--- src/rtl/seg_pkg.sv ---
// seg_pkg: active-low 7-segment glyph constants and pattern-reader FSM states
package seg_pkg;
    localparam logic [6:0] SEG_0 = 7'b100_0000;
    localparam logic [6:0] SEG_1 = 7'b111_1001;
    localparam logic [6:0] SEG_2 = 7'b010_0100;
    localparam logic [6:0] SEG_3 = 7'b011_0000;
    localparam logic [6:0] SEG_4 = 7'b001_1001;
    localparam logic [6:0] SEG_5 = 7'b001_0010;
    localparam logic [6:0] SEG_6 = 7'b000_0010;
    localparam logic [6:0] SEG_7 = 7'b111_1000;
    localparam logic [6:0] SEG_8 = 7'b000_0000;
    localparam logic [6:0] SEG_9 = 7'b001_0000;
    localparam logic [6:0] SEG_A = 7'b000_1000;
    localparam logic [6:0] SEG_B = 7'b000_0011;
    localparam logic [6:0] SEG_C = 7'b100_0110;
    localparam logic [6:0] SEG_D = 7'b010_0001;
    localparam logic [6:0] SEG_E = 7'b000_0110;
    localparam logic [6:0] SEG_F = 7'b000_1110;
    localparam logic [6:0] SEG_BLANK = 7'b111_1111;
    localparam logic [15:0][6:0] SEG_LUT = {SEG_F, SEG_E, SEG_D, SEG_C, SEG_B, SEG_A, SEG_9, SEG_8,
                                            SEG_7, SEG_6, SEG_5, SEG_4, SEG_3, SEG_2, SEG_1, SEG_0};
    typedef enum logic [1:0] {IDLE, SETTLE, LOCKED, MULTI} state_e;
endpackage

--- src/rtl/seg_pattern_reader_if.sv ---
// seg_pattern_reader_if: display pins in, decoded digits and status pulses out
interface seg_pattern_reader_if;
    logic [6:0]  seg;
    logic [3:0]  an;
    logic [15:0] digit_value;
    logic [3:0]  digit_valid;
    logic [15:0] frame_value;
    logic        frame_valid;
    logic        code_err;
    logic        an_err;
    modport master (output seg, an, input digit_value, digit_valid, frame_value, frame_valid, code_err, an_err);
    modport slave (input seg, an, output digit_value, digit_valid, frame_value, frame_valid, code_err, an_err);
endinterface

--- src/rtl/seg_to_hex.sv ---
// seg_to_hex: inverse glyph lookup, hit low when the pattern is not a hex glyph
module seg_to_hex
    import seg_pkg::*;
(
    input  logic [6:0] seg_i,
    output logic [3:0] nibble,
    output logic       hit
);
    always_comb begin
        nibble = 4'h0;
        hit = 1'b0;
        for (int i = 0; i < 16; i++) begin
            if (seg_i == SEG_LUT[i]) begin
                nibble = 4'(i);
                hit = 1'b1;
            end
        end
    end
endmodule

--- src/rtl/seg_pattern_reader.sv ---
// seg_pattern_reader: recovers hex digits from a multiplexed active-low 7-segment
// display once each digit pattern has been stable for STABLE_CYCLES cycles.
module seg_pattern_reader
    import seg_pkg::*;
#(
    parameter int STABLE_CYCLES = 4
) (
    input logic clk,
    input logic rst,
    seg_pattern_reader_if.slave bus_io
);
    localparam int CW = $clog2(STABLE_CYCLES);
    // change detection costs one edge, so acceptance lands STABLE_CYCLES-2 counts after it
    localparam logic [CW-1:0] CNT_LAST = CW'(STABLE_CYCLES - 2);
    localparam logic [10:0] IN_RST = {4'hF, SEG_BLANK};

    logic [10:0] in_q, prev_q;
    state_e state_q, state_d;
    logic [CW-1:0] cnt_q, cnt_d;
    logic [15:0] val_q, val_d, frame_q, frame_d;
    logic [3:0] vld_q, vld_d, sel, nibble;
    logic fv_q, fv_d, cerr_q, cerr_d, aerr_q, aerr_d;
    logic hit, changed, onehot, accept, frame;

    assign sel = ~in_q[10:7];
    assign changed = in_q != prev_q;
    assign onehot = (sel != 4'd0) && ((sel & (sel - 4'd1)) == 4'd0);
    assign frame = vld_q == 4'hF;

    seg_to_hex u_lut (.seg_i(in_q[6:0]), .nibble(nibble), .hit(hit));

    always_ff @(posedge clk or posedge rst) begin
        if (rst) begin
            in_q <= IN_RST;
            prev_q <= IN_RST;
            state_q <= IDLE;
            cnt_q <= '0;
            val_q <= '0;
            vld_q <= '0;
            frame_q <= '0;
            fv_q <= 1'b0;
            cerr_q <= 1'b0;
            aerr_q <= 1'b0;
        end else begin
            in_q <= {bus_io.an, bus_io.seg};
            prev_q <= in_q;
            state_q <= state_d;
            cnt_q <= cnt_d;
            val_q <= val_d;
            vld_q <= vld_d;
            frame_q <= frame_d;
            fv_q <= fv_d;
            cerr_q <= cerr_d;
            aerr_q <= aerr_d;
        end
    end

    always_comb begin
        state_d = state_q;
        cnt_d = cnt_q;
        accept = 1'b0;
        if (changed) begin
            cnt_d = '0;
            state_d = sel == 4'd0 ? IDLE : (onehot ? SETTLE : MULTI);
        end else if (state_q == SETTLE) begin
            if (cnt_q == CNT_LAST) begin
                state_d = LOCKED;
                accept = 1'b1;
            end else begin
                cnt_d = cnt_q + 1'b1;
            end
        end
        fv_d = frame;
        frame_d = frame ? val_q : frame_q;
        cerr_d = accept && !hit;
        aerr_d = changed && state_d == MULTI && state_q != MULTI;
        // frame clear first, then any new capture
        vld_d = (frame ? 4'h0 : vld_q) | ((accept && hit) ? sel : 4'h0);
        val_d = val_q;
        for (int i = 0; i < 4; i++) begin
            if (accept && hit && sel[i]) val_d[4*i +: 4] = nibble;
        end
    end

    assign bus_io.digit_value = val_q;
    assign bus_io.digit_valid = vld_q;
    assign bus_io.frame_value = frame_q;
    assign bus_io.frame_valid = fv_q;
    assign bus_io.code_err = cerr_q;
    assign bus_io.an_err = aerr_q;
endmodule

--- src/flat_wrapper.sv ---
// flat-port wrapper written by rule: the top's interface ports become plain ports
module seg_pattern_reader_flat import seg_pkg::*;
#(
    parameter int STABLE_CYCLES = 4
)
  (clk, rst, bus_io_seg, bus_io_an, bus_io_digit_value, bus_io_digit_valid, bus_io_frame_value, bus_io_frame_valid, bus_io_code_err, bus_io_an_err);
  seg_pattern_reader_if bus_io_i ();
  input logic clk;
  input logic rst;
  input wire logic [$bits(bus_io_i.seg)-1:0] bus_io_seg;
  input wire logic [$bits(bus_io_i.an)-1:0] bus_io_an;
  output wire logic [$bits(bus_io_i.digit_value)-1:0] bus_io_digit_value;
  output wire logic [$bits(bus_io_i.digit_valid)-1:0] bus_io_digit_valid;
  output wire logic [$bits(bus_io_i.frame_value)-1:0] bus_io_frame_value;
  output wire logic [$bits(bus_io_i.frame_valid)-1:0] bus_io_frame_valid;
  output wire logic [$bits(bus_io_i.code_err)-1:0] bus_io_code_err;
  output wire logic [$bits(bus_io_i.an_err)-1:0] bus_io_an_err;
  assign bus_io_i.seg = bus_io_seg;
  assign bus_io_i.an = bus_io_an;
  assign bus_io_digit_value = bus_io_i.digit_value;
  assign bus_io_digit_valid = bus_io_i.digit_valid;
  assign bus_io_frame_value = bus_io_i.frame_value;
  assign bus_io_frame_valid = bus_io_i.frame_valid;
  assign bus_io_code_err = bus_io_i.code_err;
  assign bus_io_an_err = bus_io_i.an_err;
  seg_pattern_reader #(.STABLE_CYCLES(STABLE_CYCLES)) u_core (.clk(clk), .rst(rst), .bus_io(bus_io_i));
endmodule
--- config.mk ---
export PLATFORM = sky130hd
export DESIGN_NAME = seg_pattern_reader_flat
export DESIGN_NICKNAME = d
export VERILOG_FILES = /design/src/rtl/seg_pkg.sv /design/src/rtl/seg_pattern_reader_if.sv /design/src/rtl/seg_to_hex.sv /design/src/rtl/seg_pattern_reader.sv /design/src/flat_wrapper.sv
export SDC_FILE = /design/constraint.sdc
export NUM_CORES = 1
export LEC_CHECK = 0
export BUFFER_PORTS_ARGS = -buffer_cell sky130_fd_sc_hd__buf_2
export CAP_MARGIN = 20
export CORE_MARGIN = 2
export CORE_UTILIZATION = 24
export DETAILED_ROUTE_END_ITERATION = 10
export PLACE_DENSITY_LB_ADDON = 0.2
export SLEW_MARGIN = 20
export SYNTH_ARGS = -nofsm -noshare
export SYNTH_HDL_FRONTEND = slang
export SYNTH_SLANG_ARGS = --single-unit
export TNS_END_PERCENT = 1
--- constraint.sdc ---
create_clock -name clk -period 2.95 [get_ports clk]
set_input_delay 0.295 -clock clk [delete_from_list [all_inputs] [get_ports clk]]
set_output_delay 0.295 -clock clk [all_outputs]
set_load 0.01 [all_outputs]
---- Word-level counts from Yosys, hierarchy flattened ----
Index checks and enable logic that the tools add are counted.
W data, S select, Z words.
storage, ports and cells
  input bits .............................. 13
  latch bits .............................. 0
  memories kept ........................... 0
  RAM bits ................................ 0
  register bits ........................... 65
  output and inout port bits .............. 39
  bits in read-only memories .............. 0
  word-level logic and storage cells ...... 100
cells by class
  bitwise logic cells ..................... 3
  add/subtract/negate cells ............... 2
  equal/unequal tests ..................... 22
  multipliers ............................. 0
  shift-type cells ........................ 0
  magnitude comparators ................... 0
  muxes and demuxes ....................... 44
  reduce and logical (&&, ||, !) cells .... 16
  divide/modulo/power cells ............... 0
operators with widths
  operator               number
  $mux W4                16
  $eq A7 B7 Y1 const B   4
  $eq A7 B5 Y1 const B   3
  $eq A7 B6 Y1 const B   3
  $mux W1                20
  $mux W2                8
  $eq A7 B2 Y1 const B   2
  $eq A7 B4 Y1 const B   2
  $ne A11 B11 Y1         1
  $logic_and A1 B1 Y1    9
  $logic_not A4 Y1       2
  $eq A7 B3 Y1 const B   1
  $logic_not A7 Y1       1
  $and A4 B4 Y4          1
  $eq A2 B2 Y1 const B   2
  $eq A4 B4 Y1 const B   1
  $not A4 Y4             1
  $or A4 B4 Y4           1
  $reduce_bool A4 Y1     1
  $sub A4 B1 Y4 const B  1
  $add A2 B1 Y2 const B  1
  $eq A2 B1 Y1 const B   1
  $ne A2 B1 Y1 const B   1
  $ne A2 B2 Y1 const B   1
  other kinds (3)        3

---- Depth between registers and ports, before layout ----
Gate-level depths: netlist of run 1.
  depth in word-level cells ............... 20
  depth in mapped cells ................... 8
  gate-level depth less buffers ........... 6

---- By module ----
A second synthesis of run 1 with hierarchy kept.
unflattened totals
  cell total of the unflattened synthesis .. 248
  area total of the unflattened synthesis .. 2,796.4 um^2
modules (own cells, without submodules)
  module              area an instance (um^2)  seq. area each (um^2)  cells each  times used
  seg_pattern_reader  2,406.1                  1,654.1                189         1
  seg_to_hex          390.4                    0.0                    59          1

---- Worst setup path after synthesis of run 1 ----
No wires, ideal clock.
  path kind ............................... flip-flop to flip-flop
  start ................................... register u_core.in_q[6]
  end ..................................... register u_core.val_q[0] (netlist: u_core.bus_io.digit_value[0])
  arrival time ............................ 2.111 ns
  stages on the path, launching flop included .. 8
  library setup time ...................... 0.128 ns
  data required time ...................... 2.822 ns
  path slack .............................. 0.712 ns
  buffers on the path ..................... 1
  period minus slack after synthesis ...... 2.238 ns
  path through ............................ dfstp_2 -> buf_6 -> xor2_1 -> nor4_2 -> nand3_1 -> or4_1 -> a21oi_2 -> mux2_1
on the way
  word-level cells in the longest chain between the ends .. 19
  elaborated cells on any way between the ends .. 51
  those cells by class .................... eq/ne (16); mux (32); reduce/logical (3)
RTL lines
  item                               RTL line                  source
  from (decl)                        seg_pattern_reader.sv:17  logic [10:0] in_q, prev_q;
  from (signal assigned)             seg_pattern_reader.sv:45  in_q <= {bus_io.an, bus_io.seg};
  $eq A7 B7 Y1                       seg_to_hex.sv:13          if (seg_i == SEG_LUT[i]) begin
  $mux W1 (16 in series)             seg_to_hex.sv:13
  $logic_and A1 B1 Y1 (2 in series)  seg_pattern_reader.sv:81  if (accept && hit && sel[i]) val_d[4*i +: 4] = nibble;
  to (signal assigned)               seg_pattern_reader.sv:49  val_q <= val_d;
  to (decl)                          seg_pattern_reader.sv:20  logic [15:0] val_q, val_d, frame_q, frame_d;
Parallel ways exist; a longest one is shown, timed or not.
A chain may end at the register's enable or synchronous reset.

---- Worst setup path after layout of run 1 ----
  start ................................... register u_core.in_q[5]
  end ..................................... register u_core.val_q[8] (netlist: u_core.bus_io.digit_value[8])
The elaborated chain is that of the path after synthesis.

==> key figures, run 1 <==
Outcome
  – Status: completed

Global routing
  – GRT Residual Overflow: 0
  – Pin count of the biggest net entering global routing: 31
  – Vias in the first global route: 1,924
  – Initial antenna violation count: 0
  – First-pass GRT wire length: 10,100 um
  – Tot GR Track Use: 10.3%

Timing
  – RSZ-0062 raised after global routing: false
  – Min Hold Slack: 0.0683 ns
  – Setup tns final: 0 ns
  – Max Clk Rate: 395 MHz
  – Final setup vio count: 0
  – Max-slew violations: 0
  – Max Clock Skew: 0.00913 ns
  – Max_slew headroom: 57.0%
  – Worst-Margin Slew: 0.640 ns
  – Crit path time final: 2.53 ns
  – Final hold vios: 0
  – Fin crit share: 85.8%

Drt
  – Number of routed nets with antenna violations: 0
  – Routed len/inst: 13.3 um
  – Vias per cell: 4.31
  – Final WL: 6130 um
  – Vias post-DR: 1,983
  – DRC violations left: 0
  – DR iter-0 viols: 111
  – Drt pass-1 iters: 4

Yosys
  – Largest family of logic cells by synthesized area: simple AND/OR/NAND/NOR gates
  – Post-synthesis xor/xnor area fraction: 3.75%
  – Avg Inst Size Synth: 10.9 um^2
  – EDFF count, synth: 0
  – Mux share of post-synthesis cell area: 5.54%
  – Synth Area in Adders: 0.804%
  – Most used DFF post-synth: dfrtp_1
  – Synth warnings: 0
  – Register area share after synthesis: 59.0%
  – Cells after Synth: 257
  – Mapped cell area: 2800 um^2
  – Synth Net Count: 271
  – Yosys cell types: 43
  – Simple-Gate Fraction of Synth Area: 15.6%
  – Compound-cell area share of the yosys netlist: 11.1%
  – Asr flop ratio synth: 100%
  – Yosys reg bits: 65

Clock tree
  – H-tree depth: 3
  – CTS tree: done
  – Root Buffer: clkbuf_16
  – Clk slew on worst S/H paths: 0.06 ns
  – Clk buf depth: 2
  – Total CTS buffers: 9
  – Worst skew pair latency: 0.33 ns
  – Clk sinks: 65
  – Gates resized, CTS repair: 0
  – Cts hold-fix bufs: 1
  – Post-CTS setup buffer count: 0

Worst setup path
  – Critical path, cell by cell: xor2_1, nor4_2, nand3_1, or4_1, a21oi_2, mux2_1
  – Worst R2R Start: u_core.in_q[5]$_DFF_PP1_
  – RR Endpoint: u_core.bus_io.digit_value[8]$_DFFE_PP0P_
  – Crit Path Category: reg -> reg
  – Worst-path fanout max: 14
  – Worst Path Buf+Inv: 0
  – R2R cell count: 6
  – Critical Path AT: 2.74 ns
  – Crit. End Element: flop
  – Critical path's largest stage delay: 0.67 ns
  – Worst path slowest cell: dfstp_2
  – Internal reg-to-reg setup slack: 0.42 ns
  – Worst path required time: 3.16 ns
  – CP top delay family: simple AND/OR/NAND/NOR gates
  – Crit start category: flop

Placement
  – Routability cong.: 0.732
  – I/O Buffers: 51
  – HPWL Detailed: 4420 um
  – Placed instance count: 443

Floorplanning
  – Core Footprint: 11,400 um^2
  – Die height: 112 um
  – Initial core utilization: 24.5%
  – Ports: 52
  – Die area: 12,600 um^2
  – Die Span X: 112 um
  – Row count: 39

Power
  – Static leakage: 1.71 nW
  – Total power: 2.20 mW
  – Max VDD drop: 0.246 mV
  – Cell Pwr Density: 620 nW/um^2

Hold path
  – WHS Path Cells: 1
  – HP Start: bus_io_seg[5]
  – Hold Path Class: in -> reg
  – Hold endpoint: u_core.in_q[5]$_DFF_PP1_

Final layout
  – Non-filler cells, final: 460
  – ANT cells: 0
  – Fraction of layout cells with a size suffix above 1: 32.5%
  – Synth-to-Final Area Change: 26.5%
  – Filler cell count: 1,196
  – Multi-input gate area: 1030 um^2
  – Final net count: 326
  – Register Area: 1650 um^2

Job
  – # Max-Cap Violations: 0
-- stage by stage --
stage	area (um^2)	util [%]	setup WS, ns
6_report	3550	31.1	0.418
5_1_grt	3550	31.1	0.262
4_1_cts	3550	31.1	0.377
3_5_place_dp	3210	28.1	0.386
3_3_place_gp	3210	28.1	0.428
2_1_floorplan	2800	-	0.712
-- layout by cell type (no fill, tap or decap), types with 2 or more instances in the layout --
cell type,netlist,final
nand3_1,8,8
dfrtp_1,43,43
nor4_1,2,2
nand4_1,2,2
and3_1,2,2
mux2i_1,11,11
or4_1,8,8
a21o_1,4,4
a21oi_2,5,5
buf_2,5,51
nor2b_1,2,2
nand2b_1,2,2
mux2_1,4,4
nand2_1,40,40
bufinv_16,0,2
clkbuf_16,0,9
buf_4,0,4
inv_1,15,14
o21ai_0,20,20
nor3b_1,3,3
a21oi_1,8,8
clkinvlp_4,0,2
nor2_1,10,10
xor2_1,11,11
o31ai_1,2,2
dfstp_2,22,22
nor3_1,4,4
-- power breakdown --
| part | internal [mW] | total, mW | switching (mW) |
|---|---|---|---|
| clock | 0.764 | 1.16 | 0.394 |
| combinational | 0.0344 | 0.0834 | 0.0490 |
| sequential | 0.924 | 0.956 | 0.0321 |
| total | 1.72 | 2.20 | 0.475 |
-- kinds of logic after synthesis --
family,Yosys count
fa+ha+maj,2
flops,65
buf+inv,28
simple gates,88
xor+xnor,12
compound gates,47
mux,15
-- flip-flops by register name, indices dropped and copies added, names as in the netlist --
signal                     flops
u_core.prev_q                 11
u_core.bus_io.frame_valid      1
u_core.in_q                   11
u_core.bus_io.digit_value     16
u_core.bus_io.code_err         1
u_core.state_q                 2
u_core.bus_io.digit_valid      4
u_core.bus_io.frame_value     16
u_core.cnt_q                   2
u_core.bus_io.an_err           1
-- routing by layer --
metal / vias up / wire length [um] / global-route usage [%]
met4: 0 / 78 / 3.90
met3: 8 / 305 / 3.56
met1: 930 / 3180 / 14.8
met2: 50 / 2570 / 14.2
met5: - / 0 / 0
li1: 995 / - / -
-- synth_stat cells, types with 2 or more instances --
cell      instances  area share (%)
nand3_1           8             1.4
xor2_1           11             3.4
nand2b_1          2            0.45
o31ai_1           2            0.54
nor4_1            2            0.45
nor2_1           10             1.3
a21oi_1           8             1.4
mux2i_1          11             3.9
dfrtp_1          43              38
nor3_1            4            0.71
or4_1             8             2.1
nand4_1           2            0.45
buf_2             5            0.89
nor2b_1           2            0.45
a21oi_2           5             1.6
dfstp_2          22              21
clkbuf_1          5            0.67
o21ai_0          20             3.6
a21o_1            4             1.1
and3_1            2            0.45
nor3b_1           3            0.80
inv_1            15             2.0
nand2_1          40             5.4
mux2_1            4             1.6
-- worst max path at each step --
stage,from,endpoint,slack (ns),cells after the start
6_report,u_core.in_q[5]$_DFF_PP1_,u_core.bus_io.digit_value[8]$_DFFE_PP0P_,0.42,6
4_1_cts,u_core.in_q[0]$_DFF_PP1_,u_core.bus_io.digit_value[4]$_DFFE_PP0P_,0.38,6
5_1_grt,u_core.in_q[0]$_DFF_PP1_,u_core.bus_io.digit_value[4]$_DFFE_PP0P_,0.26,6
2_1_floorplan,u_core.in_q[6]$_DFF_PP1_,u_core.bus_io.digit_value[0]$_DFFE_PP0P_,0.71,7
3_5_place_dp,u_core.in_q[0]$_DFF_PP1_,u_core.bus_io.digit_value[4]$_DFFE_PP0P_,0.39,6
3_3_place_gp,u_core.in_q[5]$_DFF_PP1_,u_core.bus_io.digit_value[8]$_DFFE_PP0P_,0.43,6
-- cell type report --
type | count | share of cell area (%)
sequential | 65 | 46.6
clock inverter | 6 | 2.51
tap | 143 | 5.05
timing repair buffer | 56 | 8.33
clock buffer | 10 | 6.74
multi-input combinational | 164 | 29.0
inverter | 16 | 1.69
Note: power is estimated with default switching activity, not from simulation.
==> run 2: changes to the inputs <==
- ABC_AREA: default -> 1
- CORE_MARGIN: 2 -> 8
==> key figures, run 2 <==
Outcome
  – Status: completed

Worst setup path
  – Crit Path Category: reg -> reg
  – Worst path slowest cell: dfstp_2
  – Critical Path AT: 2.10 ns (-0.64 ns)
  – Worst path required time: 3.16 ns (about the same)
  – CP top delay family: simple AND/OR/NAND/NOR gates
  – Worst R2R Start: u_core.in_q[7]$_DFF_PP1_
  – Critical path, cell by cell: xnor2_1, nand2_1, nor2_1, nand3_4, nor2_8, nand3_1, nand2_1, nand2_1
  – RR Endpoint: u_core.bus_io.digit_value[11]$_DFFE_PP0P_
  – Crit. End Element: flop
  – Internal reg-to-reg setup slack: 1.06 ns (+0.64 ns)
  – Worst-path fanout max: 9 (-5)
  – Crit start category: flop
  – Worst Path Buf+Inv: 0 (unchanged)
  – Critical path's largest stage delay: 0.63 ns (-0.04 ns)
  – Most used cell, CP: nand2_1
  – WP depth: 8 (+2)
  – Crit. Startpoint: u_core.in_q[7]$_DFF_PP1_
  – R2R cell count: 8 (+2)
  – Worst setup path end: u_core.bus_io.digit_value[11]$_DFFE_PP0P_

Global routing
  – Initial antenna violation count: 0 (unchanged)
  – Pin count of the biggest net entering global routing: 47 (+52%)
  – First-pass GRT wire length: 10,900 um (+7.3%)
  – Tot GR Track Use: 8.55% (-1.7 points)
  – Vias in the first global route: 2,157 (+12%)
  – GRT Residual Overflow: 0 (unchanged)

Final layout
  – Final Cell Area: 3680 um^2 (+3.8%)
  – Commonest non-fill, non-tap cell in the layout: nand2_1
  – Final net count: 366 (+12%)
  – Synth-to-Final Area Change: 29.6%
  – Fraction of layout cells with a size suffix above 1: 37.0% (+4.5 points)
  – Most frequent cells in the layout: nand2_1 (80), buf_2 (51), dfrtp_1 (43)
  – Non-filler cells, final: 500 (+8.7%)
  – Filler cell count: 1,162 (-2.8%)
  – ANT cells: 0 (unchanged)

Timing
  – Max-slew violations: 0 (unchanged)
  – RSZ-0062 raised after global routing: false
  – Max_slew headroom: 69.6% (+13 points)
  – Final setup vio count: 0 (unchanged)
  – Fin crit share: 64.2% (-22 points)
  – Max Clock Skew: 0.00656 ns (-0.00257 ns)
  – Final hold vios: 0 (unchanged)
  – Worst-Margin Slew: 0.455 ns (-0.185 ns)
  – Max Clk Rate: 528 MHz (+34%)
  – Setup tns final: 0 ns (unchanged)
  – Crit path time final: 1.89 ns (-0.639 ns)

Floorplanning
  – Core Footprint: 11,500 um^2 (+0.43%)
  – Ports: 52 (unchanged)
  – Die area: 15,600 um^2 (+24%)
  – Die Span X: 125 um (+11%)
  – Row count: 39 (unchanged)
  – Initial core utilization: 24.8% (+0.22 points)
  – Die height: 125 um (+11%)

Yosys
  – Largest cells by area after synthesis: dfrtp_1 (38%), dfstp_2 (20%), nand2_1 (11%)
  – Yosys top cell by area: dfrtp_1
  – Synth warnings: 0 (unchanged)
  – EDFF count, synth: 0 (unchanged)
  – Yosys cell types: 27 (-37%)
  – Synth Net Count: 302 (+11%)
  – Asr flop ratio synth: 100% (unchanged)
  – Share of the synthesized area in the top cell type: 37.9% (-0.51 points)
  – Register area share after synthesis: 58.2% (-0.78 points)
  – Mapped cell area: 2840 um^2 (+1.3%)
  – Cells after Synth: 288 (+12%)
  – Synth top cells by count: nand2_1 (80), dfrtp_1 (43), nor2_1 (28)
  – Yosys reg bits: 65 (unchanged)
  – Most used DFF post-synth: dfrtp_1
  – Most common cell in the netlist: nand2_1
  – Avg Inst Size Synth: 9.86 um^2 (-9.6%)

Power
  – Static leakage: 1.95 nW (+14%)
  – Total power: 2.34 mW (+6.7%)
  – Cell Pwr Density: 636 nW/um^2 (+2.7%)
  – Max VDD drop: 0.264 mV (+7.4%)

Job
  – # Max-Cap Violations: 0 (unchanged)

Drt
  – DR iter-0 viols: 119 (+7.2%)
  – Drt pass-1 iters: 4 (unchanged)
  – Routed len/inst: 12.7 um (-4.4%)
  – Final WL: 6370 um (+3.9%)
  – Vias post-DR: 2,063 (+4.0%)
  – Number of routed nets with antenna violations: 0 (unchanged)
  – Vias per cell: 4.13 (-4.3%)
  – DRC violations left: 0 (unchanged)

Clock tree
  – Worst skew pair latency: 0.33 ns (about the same)
  – H-tree depth: 3 (unchanged)
  – Gates resized, CTS repair: 0 (unchanged)
  – Clk buf depth: 2 (unchanged)
  – CTS tree: done
  – Root Buffer: clkbuf_16
  – Clk slew on worst S/H paths: 0.06 ns (about the same)
  – Clk sinks: 65 (unchanged)
  – Total CTS buffers: 9 (unchanged)

Placement
  – Placed Area: 3310 um^2 (+3.0%)
  – Placed instance count: 483 (+9.0%)
  – HPWL Detailed: 4830 um (+9.3%)
  – I/O Buffers: 51 (unchanged)
  – Routability cong.: 0.832 (+14%)

Hold path
  – WHS Path Cells: 1 (unchanged)
  – Hold Path Class: in -> reg
  – HP Start: bus_io_seg[0]
==> run 2: cell types whose count changed after synthesis, moves of 7 or more <==
cell / change
xor2_1: -9
o21ai_0: -13
nand4_1: +7
nand3_1: +7
mux2_2: +16
nor2_2: +7
nand2_1: +40
or4_1: -8
a21oi_1: -7
mux2i_1: -11
inv_1: +12
nor2_1: +18
==> run 2: cells by family (layout without fill, tap and decap cells) <==
group | count (synthesis) | after routing | synth area share [%]
xor gates and xnor gates | 9 | 9 | 2.78
buffers and inverters | 32 | 101 | 4.32
muxes | 16 | 16 | 6.34
and+or+nand+nor | 154 | 154 | 25.7
DFF | 65 | 65 | 58.2
adders and majority gates | 1 | 1 | 0.440
AOI/OAI and AO/OA | 11 | 11 | 2.20
==> run 2: final cells by class <==
type                            count  area [um^2]  area share (%)
Inverter                           30          113            3.06
Clock inverter                      7          141            3.84
Multi-Input combinational cell    191         1070            29.1
Sequential cell                    65         1650            44.9
Timing Repair Buffer               55          300            8.15
Tap cell                          143          179            4.86
Clock buffer                        9          225            6.12
==> run 2: routing by layer <==
metal	wire, um	part of all wire, %	track usage [%]
met5	0	0	0
met4	70	1.1	2.91
met1	2820	44	9.87
met3	366	5.7	3.74
met2	3110	49	13.8
==> run 2: how the worst min path moves through the flow <==
stage	endpoint	slack [ns]
detailed placement	u_core.state_q[1]$_DFF_PP0_	0.35
finish	u_core.in_q[0]$_DFF_PP1_	0.06
global placement	u_core.bus_io.an_err$_DFF_PP0_	0.34
global route	u_core.in_q[2]$_DFF_PP1_	0.05
floorplan	u_core.in_q[0]$_DFF_PP1_	0.30
CTS	u_core.in_q[1]$_DFF_PP1_	0.05
==> run 2: timing repair <==
action                                 4_1_cts  5_1_grt
setup buffers                                0        0
endpoints found under the hold margin        4        0
hold buffers                                 1        0
==> run 2: metrics by stage <==
| stage | setup WS [ns] | hold WS (ns) | util, % |
|---|---|---|---|
| 2_1_floorplan | 1.06 | 0.299 | - |
| 3_3_place_gp | 1.03 | 0.340 | 28.8 |
| 3_5_place_dp | 1.05 | 0.351 | 28.8 |
| 4_1_cts | 1.01 | 0.0481 | 32.1 |
| 5_1_grt | 0.848 | 0.0459 | 32.1 |
| 6_report | 1.06 | 0.0626 | 32.1 |
==> run 2: report_power, final <==
group | switching [mW] | internal [mW] | total (mW) | leakage, nW
combinational | 0.0612 | 0.0335 | 0.0947 | 0.950
sequential | 0.0223 | 0.923 | 0.946 | 0.823
clock | 0.391 | 0.912 | 1.30 | 0.176
total | 0.475 | 1.87 | 2.34 | 1.95
